==> src/rtl/processor.sv <==
// 8-bit accumulator processor running a built-in GCD program from a 32x8 unified memory.
// Define DEBUG_PORTS_EN to drive the debug display outputs; otherwise they are tied to 0.
module processor (
  input  logic       clk,
  input  logic       reset,
  input  logic       init,
  input  logic       enter,
  input  logic [7:0] in,
  output logic [7:0] out,
  output logic       halt,
  output logic [4:0] IR40,
  output logic [4:0] MeminstOut,
  output logic [7:0] regAOut,
  output logic [7:0] RAMout,
  output logic [3:0] DisplayState,
  output logic [2:0] IR75
);

  typedef enum logic [3:0] {
    StStart  = 4'd0,
    StFetch  = 4'd1,
    StDecode = 4'd2,
    StLoad   = 4'd8,
    StStore  = 4'd9,
    StAdd    = 4'd10,
    StSub    = 4'd11,
    StInput  = 4'd12,
    StJz     = 4'd13,
    StJpos   = 4'd14,
    StHalt   = 4'd15
  } state_e;

  state_e     state_q, state_d;
  logic [4:0] pc_q, pc_d;
  logic [7:0] ir_q, ir_d;
  logic [7:0] a_q, a_d;
  logic [7:0] mem_q [32];
  logic [7:0] mem_d [32];
  logic [4:0] addr;
  logic [7:0] mem_rdata;

  // GCD program image; everything past address 15 is zero.
  function automatic logic [7:0] boot_image(input logic [4:0] idx);
    case (idx)
      5'd0:    boot_image = 8'h80;
      5'd1:    boot_image = 8'h3E;
      5'd2:    boot_image = 8'h80;
      5'd3:    boot_image = 8'h3F;
      5'd4:    boot_image = 8'h1E;
      5'd5:    boot_image = 8'h7F;
      5'd6:    boot_image = 8'hAE;
      5'd7:    boot_image = 8'hCC;
      5'd8:    boot_image = 8'h1F;
      5'd9:    boot_image = 8'h7E;
      5'd10:   boot_image = 8'h3F;
      5'd11:   boot_image = 8'hC4;
      5'd12:   boot_image = 8'h3E;
      5'd13:   boot_image = 8'hC4;
      5'd14:   boot_image = 8'h1E;
      5'd15:   boot_image = 8'hE0;
      default: boot_image = 8'h00;
    endcase
  endfunction

  assign addr      = (state_q == StFetch) ? pc_q : ir_q[4:0];
  assign mem_rdata = mem_q[addr];

  always_comb begin
    state_d = state_q;
    pc_d    = pc_q;
    ir_d    = ir_q;
    a_d     = a_q;
    mem_d   = mem_q;
    if (init) begin
      // Soft restart: accumulator and memory survive.
      pc_d    = 5'd0;
      state_d = StStart;
    end else begin
      case (state_q)
        StStart: state_d = StFetch;
        StFetch: begin
          ir_d    = mem_rdata;
          pc_d    = pc_q + 5'd1;
          state_d = StDecode;
        end
        StDecode: begin
          case (ir_q[7:5])
            3'b000: state_d = StLoad;
            3'b001: state_d = StStore;
            3'b010: state_d = StAdd;
            3'b011: state_d = StSub;
            3'b100: state_d = StInput;
            3'b101: state_d = StJz;
            3'b110: state_d = StJpos;
            3'b111: state_d = StHalt;
          endcase
        end
        StLoad: begin
          a_d     = mem_rdata;
          state_d = StFetch;
        end
        StStore: begin
          mem_d[addr] = a_q;
          state_d     = StFetch;
        end
        StAdd: begin
          a_d     = a_q + mem_rdata;
          state_d = StFetch;
        end
        StSub: begin
          a_d     = a_q - mem_rdata;
          state_d = StFetch;
        end
        StInput: begin
          if (enter) begin
            a_d     = in;
            state_d = StFetch;
          end
        end
        StJz: begin
          if (a_q == 8'd0) pc_d = ir_q[4:0];
          state_d = StFetch;
        end
        StJpos: begin
          if (!a_q[7] && (a_q != 8'd0)) pc_d = ir_q[4:0];
          state_d = StFetch;
        end
        StHalt:  state_d = StHalt;
        default: state_d = StStart;
      endcase
    end
  end

  always_ff @(posedge clk) begin
    if (reset) begin
      state_q <= StStart;
      pc_q    <= 5'd0;
      ir_q    <= 8'd0;
      a_q     <= 8'd0;
      for (int i = 0; i < 32; i++) mem_q[i] <= boot_image(5'(i));
    end else begin
      state_q <= state_d;
      pc_q    <= pc_d;
      ir_q    <= ir_d;
      a_q     <= a_d;
      mem_q   <= mem_d;
    end
  end

  assign out  = a_q;
  assign halt = (state_q == StHalt);

`ifdef DEBUG_PORTS_EN
  assign IR40         = ir_q[4:0];
  assign MeminstOut   = addr;
  assign regAOut      = a_q;
  assign RAMout       = mem_rdata;
  assign DisplayState = state_q;
  assign IR75         = ir_q[7:5];
`else
  assign IR40         = 5'd0;
  assign MeminstOut   = 5'd0;
  assign regAOut      = 8'd0;
  assign RAMout       = 8'd0;
  assign DisplayState = 4'd0;
  assign IR75         = 3'd0;
`endif

endmodule

==> config.mk <==
export PLATFORM = sky130hd
export DESIGN_NAME = processor
export DESIGN_NICKNAME = d
export VERILOG_FILES = /design/src/rtl/processor.sv
export SDC_FILE = /design/constraint.sdc
export NUM_CORES = 1
export LEC_CHECK = 0
export BUFFER_PORTS_ARGS = -buffer_cell sky130_fd_sc_hd__buf_2
export CORE_AREA = 2 2 217 219
export CTS_CLUSTER_DIAMETER = 120
export DETAILED_ROUTE_END_ITERATION = 10
export DIE_AREA = 0 0 219 221
export PLACE_DENSITY_LB_ADDON = 0.08
export SYNTH_ARGS = -nofsm -noshare
export SYNTH_HDL_FRONTEND = slang
export SYNTH_SLANG_ARGS = --single-unit
==> constraint.sdc <==
create_clock -name clk -period 9.1 [get_ports clk]
set_input_delay 0 -clock clk [delete_from_list [all_inputs] [get_ports clk]]
set_output_delay 0 -clock clk [all_outputs]
set_load 0.005 [all_outputs]
==> impl_metrics.toml <==
[floorplanning]
die_h_microns = 221
ios = 54
initial_core_util_pct = 29.56
die-area_sq_um = 48400
fp.coreArea_sq_um = 46060
rows = 79
chipWidth_microns = 219

[finish]
area_growth_pct = 13.17
layoutNonFillerInstCount = 2119
final_area_sq_um = 15410
drive_above_1_share_pct = 9.662
nNetsFinal = 1507

[synth]
netlist_area_sq_um = 13610
syn_inst = 1500
synth_area_leaders = "dfxtp_1 (42%), mux2i_1 (19%), nor2_1 (6.8%)"
synth-seq-area-share_pct = 41.76
netlist.area_leader.share_pct = 41.76
synth_top_area_cell = "dfxtp_1"
avgSynthCellArea_sq_um = 9.076
ys_top_cells_by_count = "dfxtp_1 (284), mux2i_1 (259), nor2_1 (248)"
synth_flop_cell = "dfxtp_1"
ys_ff_latch = 284
synth_edf_count = 0
synthArstFlopShare_pct = 0
yosysWarnings = 0
yosysMostFrequentCell = "dfxtp_1"
synth.distinct_cells = 62

[placed_design]
place_area_sq_um = 14160
dp.cells = 2044
place_congestion = 0.8120
port-buffer-count = 20
place_ws_ps = 3276
hpwl_microns = 31180

[sta]
fmax_ghz = 0.1725
slew_violations = 0
clock_skew_ps = 12.85
timing.max_slew.rel_slack_pct = 6.610
worstMarginPinSlew_ps = 1398
post-route-period-util_pct = 63.70
hold_ws_ps = 182.1
rsz0062_at_grt = "no"
setup_ws_ps = 3303
tns_ps = 0
period_needed_ps = 5797
final_hold_viol_count = 0
setup_violations = 0

[clocking]
numCtsBuffers = 36
cts_tree = "built"
cts-root-buf = "clkbuf_16"
path_clk_slew_ps = 60
clkLatencyLatePin_ps = 550
cts_max_path_buffers = 3
cts-hold-fix-buffers = 10
post_cts_resized = 0
post_cts_buffers = 0
htreeDepth = 2
cts_sinks = 284

[detailed_routing]
drc = 0
vias = 10730
drt-total-wl_microns = 48400
drtAntennaViolNets = 0
viasPerCell = 5.063
drt-initial-drc-count = 727
wl_per_cell_microns = 22.84
dr.pass1.iters = 6

[pwr]
combPwrFrac_pct = 7.6
swShare_pct = 24.55
p_leak_nw = 6.412
p_sw_uw = 708.1
seqPwrFrac_pct = 43.5
internal_power_mw = 2.176
pwr_density_cell_nw_per_um2 = 187.2
vdd_ir_drop_max_mv = 0.1119
clkPwrFrac_pct = 48.9

[run_status]
status = "completed"

[job]
cap_violations = 0

[critical_path]
ff2ff_setup_slack_ps = 3300
cpPeakStageDelay_ps = 600
cp_max_fo = 107
cp_top_family = "simple AND/OR/NAND/NOR gates"
cp.required_ps = 9540
cpMostUsedCell = "a21o_1"
critical_path_class = "flip-flop to flip-flop"
cp-start-kind = "flip-flop"
cp_slowest_cell = "dfxtp_1"
crit_buf_inv = 2
worstPathCellList = "nor4b_2 > mux2i_4 > buf_12 > mux2i_1 > o22ai_1 > nor4_1 > nand4_2 > inv_1 > ha_1 > mux2i_1 > ha_1 > a21o_1 > a21o_1 > a21o_1 > nand2_1 > a21oi_1 > xor2_1 > xnor2_1 > xnor2_1 > o21ai_1"
cp-end-kind = "flip-flop"
crit_arrival_ps = 6230

[global_route]
grt_antenna_before_repair = 0
grt_pass1_wl_microns = 71840
grt_pass1_vias = 10440
grt_usage_pct = 20.01
grt-ovfl-total = 0
grt_max_degree = 132

[min_path]
worst_hold_path_type = "input pin to flip-flop"
[final timing paths]
| path | cells after the start | endpoint | startpoint |
|---|---|---|---|
| hold / removal | 2 | mem_q[127] | reset |
| setup reg to reg | 20 | out[7] | state_q[0] |
| hold reg to reg | 2 | mem_q[246] | mem_q[246] |
| setup / recovery | 20 | out[7] | state_q[0] |
[kinds of logic after synthesis]
family	synth area share, %
flip-flops	41.76
adder cells (fa/ha/maj)	0.9742
buffers and inverters	5.349
multiplexers	21.16
AND/OR/NAND/NOR	19.01
AO/OA/AOI/OAI	10.88
other	0.02754
XOR/XNOR	0.8363
[per-layer routing]
layer  track usage, %  vias up  share of wire, %  wire, microns
met3            3.574       65               5.3           2562
met1            28.37     5242                48          23070
met4            6.125        0               2.7           1309
met5                0        -                 0              0
met2            30.71      264                44          21460
li1                 -     5157                 -              -
[power by group through the flow]
stage / clock network (mW) / logic [mW] / registers [mW]
6_report: 1.41 / 0.218 / 1.25
5_1_grt: 1.51 / 0.239 / 1.25
4_1_cts: 1.46 / 0.220 / 1.25
3_5_place_dp: 0 / 0.215 / 1.28
3_3_place_gp: 0 / 0.217 / 1.28
2_1_floorplan: 0 / 0.172 / 1.28
[registers in the layout, summed over array words and instances, names as in the netlist, named ones only]
register,flops
state_q,4
mem_q,256
out,8
pc_q,5
ir_q,8
[metrics by stage]
stage                     total power [mW]  util [%]
final                                2.884     33.45
after detailed placement             1.497     30.75
after floorplan                      1.448         -
after CTS                            2.930     33.44
after global routing                 3.005     33.44
after global placement               1.498     30.75
[cells in the final DEF (no fill, tap or decap), types with 28 or more instances in the layout]
| cell type | n |
|---|---|
| mux2i_1 | 258 |
| clkbuf_16 | 37 |
| conb_1 | 33 |
| a211o_1 | 57 |
| nand2_1 | 129 |
| o22ai_1 | 35 |
| dfxtp_1 | 277 |
| buf_4 | 28 |
| a21oi_1 | 52 |
| nor2_1 | 248 |
| nor2b_1 | 42 |
[final cells by class]
| class | count | area [sq um] |
|---|---|---|
| fillers | 4836 | 30650 |
| multi-input cells | 1100 | 7355 |
| flip-flops and latches | 284 | 5694 |
| clock buffers | 58 | 1055 |
| well taps | 607 | 759.5 |
| repair buffers | 59 | 439.2 |
| clock inverters | 6 | 87.58 |
| inverters | 4 | 15.01 |
| diodes | 1 | 2.502 |
Note: power is estimated with default switching activity, not from simulation.
